<file path="config.mk">
export PLATFORM = sky130hd
export DESIGN_NAME = pdm_mic_capture
export DESIGN_NICKNAME = d
export VERILOG_FILES = /design/src/rtl/pdm_mic_capture.sv
export SDC_FILE = /design/constraint.sdc
export NUM_CORES = 1
export LEC_CHECK = 0
export CAP_MARGIN = 20
export CORE_MARGIN = 2
export CORE_UTILIZATION = 60
export DETAILED_ROUTE_END_ITERATION = 10
export GPL_ROUTABILITY_DRIVEN = 0
export GPL_TIMING_DRIVEN = 0
export PLACE_DENSITY = 0.91
export SLEW_MARGIN = 20
export SYNTH_ARGS = -nofsm -noshare
export SYNTH_HDL_FRONTEND = slang
export SYNTH_SLANG_ARGS = --single-unit
</file>
<file path="constraint.sdc">
create_clock -name clk_i -period 8 [get_ports clk_i]
set_clock_uncertainty 0.15 [all_clocks]
set_input_delay 0.8 -clock clk_i [delete_from_list [all_inputs] [get_ports clk_i]]
set_output_delay 0.8 -clock clk_i [all_outputs]
set_load 0.005 [all_outputs]
</file>
<file path="src/rtl/pdm_mic_capture.sv">
// PDM mic clock, ones-count decimator, sample FIFO and Wishbone register window.
// Define PDM_MIC_IRQ_EN to build the FIFO-level interrupt; otherwise irq_o is 0.
`ifndef MIC_START
`define MIC_START 16'h0100
`endif

module pdm_mic_capture #(
  parameter int ADDRESS_WIDTH = 16,
  parameter int DATA_WIDTH = 8,
  parameter logic [ADDRESS_WIDTH-1:0] BASE_ADDRESS = `MIC_START,
  parameter int CLK_DIV = 32,
  parameter int DECIMATION = 64,
  parameter int FIFO_DEPTH = 16,
  parameter int IRQ_LEVEL = 8
) (
  input  logic                     clk_i,
  input  logic                     rst_i,
  input  logic [ADDRESS_WIDTH-1:0] adr_i,
  input  logic [7:0]               dat_i,
  output logic [7:0]               dat_o,
  input  logic                     we_i,
  input  logic                     sel_i,
  input  logic                     stb_i,
  input  logic                     cyc_i,
  output logic                     ack_o,
  input  logic [2:0]               cti_i,
  output logic                     mic_clk_o,
  input  logic                     mic_data_i,
  output logic                     irq_o
);

  localparam int AW = (FIFO_DEPTH > 1) ? $clog2(FIFO_DEPTH) : 1;
  localparam int CW = AW + 1;
  localparam int BW = $clog2(DECIMATION);
  localparam int OW = BW + 1;
  localparam logic [7:0] DIV_LAST = 8'(CLK_DIV - 1);
  localparam logic [7:0] DIV_HALF = 8'(CLK_DIV / 2);
  localparam logic [7:0] MID = 8'(DECIMATION / 2);
  localparam logic [BW-1:0] BIT_LAST = BW'(DECIMATION - 1);
  localparam logic [CW-1:0] DEPTH_C = CW'(FIFO_DEPTH);

  typedef enum logic [1:0] {IDLE, ACCUM, PUSH} dec_t;

  logic [ADDRESS_WIDTH-1:0] off_full;
  logic       accept;
  logic [1:0] req_off;
  logic       req_we;
  logic [1:0] req_dat;
  logic       wr_ctrl, clr, rd_data;
  logic       en;

  assign off_full = adr_i - BASE_ADDRESS;
  assign accept = cyc_i & stb_i & sel_i & ~ack_o
                & (off_full < ADDRESS_WIDTH'(4));

  always_ff @(posedge clk_i or posedge rst_i) begin
    if (rst_i) begin
      ack_o   <= 1'b0;
      req_off <= '0;
      req_we  <= 1'b0;
      req_dat <= '0;
    end else begin
      ack_o <= accept;
      if (accept) begin
        req_off <= off_full[1:0];
        req_we  <= we_i;
        req_dat <= dat_i[1:0];
      end
    end
  end

  // Register side effects commit in the ack cycle.
  assign wr_ctrl = ack_o & req_we & (req_off == 2'd0);
  assign clr = wr_ctrl & req_dat[1];
  assign rd_data = ack_o & ~req_we & (req_off == 2'd3);

  always_ff @(posedge clk_i or posedge rst_i) begin
    if (rst_i) en <= 1'b0;
    else if (wr_ctrl) en <= req_dat[0];
  end

  logic [7:0] div, div_next;
  logic       tick;
  logic [1:0] sync;

  always_comb begin
    div_next = 8'd0;
    if (en && !clr)
      div_next = (div == DIV_LAST) ? 8'd0 : div + 8'd1;
  end

  assign tick = en & (div == DIV_LAST);

  always_ff @(posedge clk_i or posedge rst_i) begin
    if (rst_i) begin
      div       <= 8'd0;
      mic_clk_o <= 1'b0;
      sync      <= 2'b00;
    end else begin
      div       <= div_next;
      mic_clk_o <= (div_next >= DIV_HALF);
      sync      <= {sync[0], mic_data_i};
    end
  end

  dec_t          state;
  logic [BW-1:0] bits;
  logic [OW-1:0] ones;
  logic [7:0]    sample;
  logic          push_req;

  always_ff @(posedge clk_i or posedge rst_i) begin
    if (rst_i) begin
      state <= IDLE;
      bits  <= '0;
      ones  <= '0;
    end else if (clr || !en) begin
      state <= IDLE;
      bits  <= '0;
      ones  <= '0;
    end else begin
      unique case (state)
        IDLE: state <= ACCUM;
        ACCUM: begin
          if (tick) begin
            ones <= ones + OW'(sync[1]);
            bits <= bits + BW'(1);
            if (bits == BIT_LAST) state <= PUSH;
          end
        end
        PUSH: begin
          state <= ACCUM;
          bits  <= '0;
          ones  <= '0;
        end
        default: state <= IDLE;
      endcase
    end
  end

  assign sample = 8'(ones) - MID;
  assign push_req = (state == PUSH) & ~clr;

  logic [7:0]    mem [FIFO_DEPTH];
  logic [AW-1:0] wptr, rptr;
  logic [CW-1:0] cnt, cnt_next;
  logic          full, empty, pop, push_ok, ovf;

  assign full = (cnt == DEPTH_C);
  assign empty = (cnt == '0);
  assign pop = rd_data & ~empty;
  // A pop in the push cycle frees the slot, so a full FIFO still accepts.
  assign push_ok = push_req & (~full | pop);

  always_comb begin
    cnt_next = cnt + CW'(push_ok) - CW'(pop);
    if (clr) cnt_next = '0;
  end

  always_ff @(posedge clk_i or posedge rst_i) begin
    if (rst_i) begin
      wptr <= '0;
      rptr <= '0;
      cnt  <= '0;
      ovf  <= 1'b0;
    end else begin
      cnt <= cnt_next;
      if (clr) begin
        wptr <= '0;
        rptr <= '0;
        ovf  <= 1'b0;
      end else begin
        wptr <= wptr + AW'(push_ok);
        rptr <= rptr + AW'(pop);
        if (push_req && full && !pop) ovf <= 1'b1;
      end
    end
  end

  always_ff @(posedge clk_i) begin
    if (push_ok) mem[wptr] <= sample;
  end

`ifdef PDM_MIC_IRQ_EN
  localparam logic [CW-1:0] IRQ_C = CW'(IRQ_LEVEL);

  always_ff @(posedge clk_i or posedge rst_i) begin
    if (rst_i) irq_o <= 1'b0;
    else irq_o <= (cnt_next >= IRQ_C);
  end
`else
  assign irq_o = 1'b0;
`endif

  always_comb begin
    dat_o = 8'h00;
    if (ack_o && !req_we) begin
      unique case (req_off)
        2'd0: dat_o = {7'b0, en};
        2'd1: dat_o = {5'b0, ovf, full, empty};
        2'd2: dat_o = 8'(cnt);
        2'd3: dat_o = empty ? 8'h00 : mem[rptr];
        default: dat_o = 8'h00;
      endcase
    end
  end

  logic unused_ok;
  assign unused_ok = ^{cti_i, dat_i[7:2], DATA_WIDTH[0], IRQ_LEVEL[0]};

endmodule

</file>
==> summary.txt <==
status = finished clean
DR DRC count = 0
worst setup path end = dat_o[6]
I/O Pins = 45
Clock Latency Late Sink = 0.44 ns
worst ir drop on vdd = 0.1525 mV
initial antenna violation count = 0
Worst setup EP type = output port
unrepaired setup endpoints after global routing = no
Rel. slew slack = 0.3127
CTS Buffer Depth = 2
Top delay family on crit path = buffers and inverters
via count = 4,691
die width = 115.6 µm
initial core utilization = 0.6195
max-slew violation count = 0
Seq/Total Area, Yosys = 0.6718
critical path's largest stage delay = 0.60 ns
worst path cell trace = clkbuf_1 > clkbuf_1 > buf_2 > mux4_2 > mux2i_1 > o22ai_1 > clkdlybuf4s50_1
Pwr per Cell Area = 217.6 nW/µm²
kind of critical path = reg2out
clock sink count = 175
Seq cells post-synth = 175
commonest non-fill, non-tap cell in the layout = edfxtp_1
CP Launch Point = rptr[1]
# hold bufs at CTS = 0
Highest Clock Rate = 0.2071 GHz
Root Buffer Master = clkbuf_16
buffers plus inverters on the worst setup path = 4
Post-synth EDFFs = 128
total power = 1895 µW
Routed WL = 17.60 mm
post-CTS resize count = 0
Crit path depth = 7
placed cell count = 674
HPWL after DPL = 10.84 mm
DRT Pass-1 Iters = 9
fin cells = 706
filler instances = 689
Arr. time, crit path = 3.88 ns
most frequent cells in the layout = edfxtp_1, dfrtp_1, mux4_2, clkdlybuf4s50_1, nor2_1
Post-Route Utilization = 0.7223
Synth area leader = edfxtp_1
DR vias/cell = 6.644
FF-to-FF End = cnt[4]
die area = 13,360 µm²
H-tree Lvls = 4
area grow syn2layout = 16.59%
Req. time, crit path = 7.05 ns
FF-to-FF path depth = 14
Synth area leaders = edfxtp_1, dfrtp_1, mux4_2
CP max stage cell = clkbuf_1
Starting DRT DRC Count = 552
Synth Flop Type = edfxtp_1
Unique masters post-synth = 55
Routed Antenna Nets = 0
setup TNS = 0 ns
ratio of cells with drive above 1 in the final layout = 0.1691
minimum clock period after layout = 4.829 ns
Vert. Die Dim = 115.6 µm
post-CTS setup buffer count = 0
Post-Syn Area per Cell = 15.86 µm²
largest net degree at the start of global routing = 30
CP startpoint kind = flip-flop
Mapped Area = 7472 µm²
leakage = 0.002915 µW
port bufs = 34
r2r setup slk = 4.17 ns
CORE AREA = 12,060 µm²
endpoints failing setup = 0
FP Rows = 40
Tightest Hold Check Type = reg2reg
synth warn = 0
r2r startpoint = req_off[1]
number of global-route vias before repair = 4,913
Crit Path Max Fanout = 10
first-pass GRT wire length = 27.60 mm
Synth top area share = 0.5144
Hold Violations, Final = 0
grt ovf = 0
Post-Syn Nets = 520
detail-routed net length per standard cell = 24.93 µm
Worst-Margin Slew = 1.027 ns
CTS tree = built
Clock transition at path regs = 0.07 ns
instance count of the mapped netlist = 471
Final period util = 0.6036
Tot GR Track Use = 0.2874
fin nets = 574
Crit path top cell by count = clkbuf_1
Max-Cap Viols = 0
ANT cells = 0
ys async rst share = 0.2686
TritonCTS buffer count = 17
kinds of logic after synthesis:
family / count (synthesis) / synth area share
flops: 175 / 0.6718
compound gates: 41 / 0.03466
xor+xnor: 17 / 0.01993
other cells: 1 / 0.0005019
mux: 48 / 0.1226
fa+ha+maj: 15 / 0.02612
buf+inv: 32 / 0.01875
simple gates: 142 / 0.1057
metal layers:
layer / vias to the layer above / global-route usage / part of all wire
li1: 1933 / - / -
met1: 2362 / 0.3541 / 0.35
met2: 333 / 0.4834 / 0.53
met3: 63 / 0.07897 / 0.084
met4: 0 / 0.1213 / 0.036
met5: - / 0 / 0
layout make-up:
class	instances	area, µm²	share of cell area
buffer	17	83.83	0.009622
clock buffer	19	432.9	0.04969
clock inverter	13	209.0	0.02398
inverter	15	56.30	0.006463
multi-input combinational	264	2332	0.2677
sequential	175	5020	0.5762
tap	168	210.2	0.02413
timing repair buffer	35	367.9	0.04222
where the power goes:
part,internal [µW],switching (µW),total (µW)
clock,556,356,912
combinational,12.3,7.14,19.4
sequential,964,0.168,964
total,1530,363,1900
per-stage QoR:
stage	cell area [µm²]	setup slack, ns	hold WS (ns)
final	8712	3.171	0.2041
after global routing	8712	3.142	0.2189
after CTS	8712	3.251	0.2070
after detailed placement	8070	3.809	0.1926
after global placement	8023	3.959	0.1870
after floorplan	7472	4.910	0.1812
worst min path at each step:
stage,start,to,slack [ns],cells past startpoint
floorplan,sync[0],sync[1],0.18,0
global placement,sync[0],sync[1],0.19,0
detailed placement,sync[0],sync[1],0.19,0
CTS,sync[0],sync[1],0.21,0
global route,sync[0],sync[1],0.22,0
finish,sync[0],sync[1],0.20,0
worst register-to-register path: stages, from the launching register on:
cell      delay (ns)
dfrtp_1         0.36
clkbuf_1        0.23
nor4bb_1        0.35
clkbuf_1        0.34
and2_1          0.19
clkbuf_1        0.42
o21ai_0         0.29
o21ai_0         0.16
ha_1            0.21
inv_1           0.06
fa_1            0.38
nor2b_1         0.19
o21bai_1        0.11
a21oi_1         0.18
nor3b_1         0.07
cells in the mapped netlist, drive strengths merged (2+ instances only):
library cell,n
nor3,12
nand4b,4
mux2i,6
or4b,2
o22ai,3
nand3b,2
nand2,19
a22oi,2
ha,14
and3,3
buf,8
nor3b,3
a21oi,13
clkbuf,9
or4,3
nor2,31
nand2b,3
nor2b,6
xor2,9
inv,15
o21ai,8
edfxtp,128
o211ai,2
nor4,5
a32oi,2
o21a,2
and2,8
nor4b,3
or3,3
or3b,3
xnor2,8
nand3,18
nand4,10
mux4,34
dfrtp,47
mux2,8
a211o,2
sequential cells by signal (all words and copies together), names as in the netlist, 4 cells and up:
signal  cells
wptr        4
rptr        4
ones        7
div         8
bits        6
cnt         5
mem       128
No activity file was read; power rests on OpenSTA's default activity.
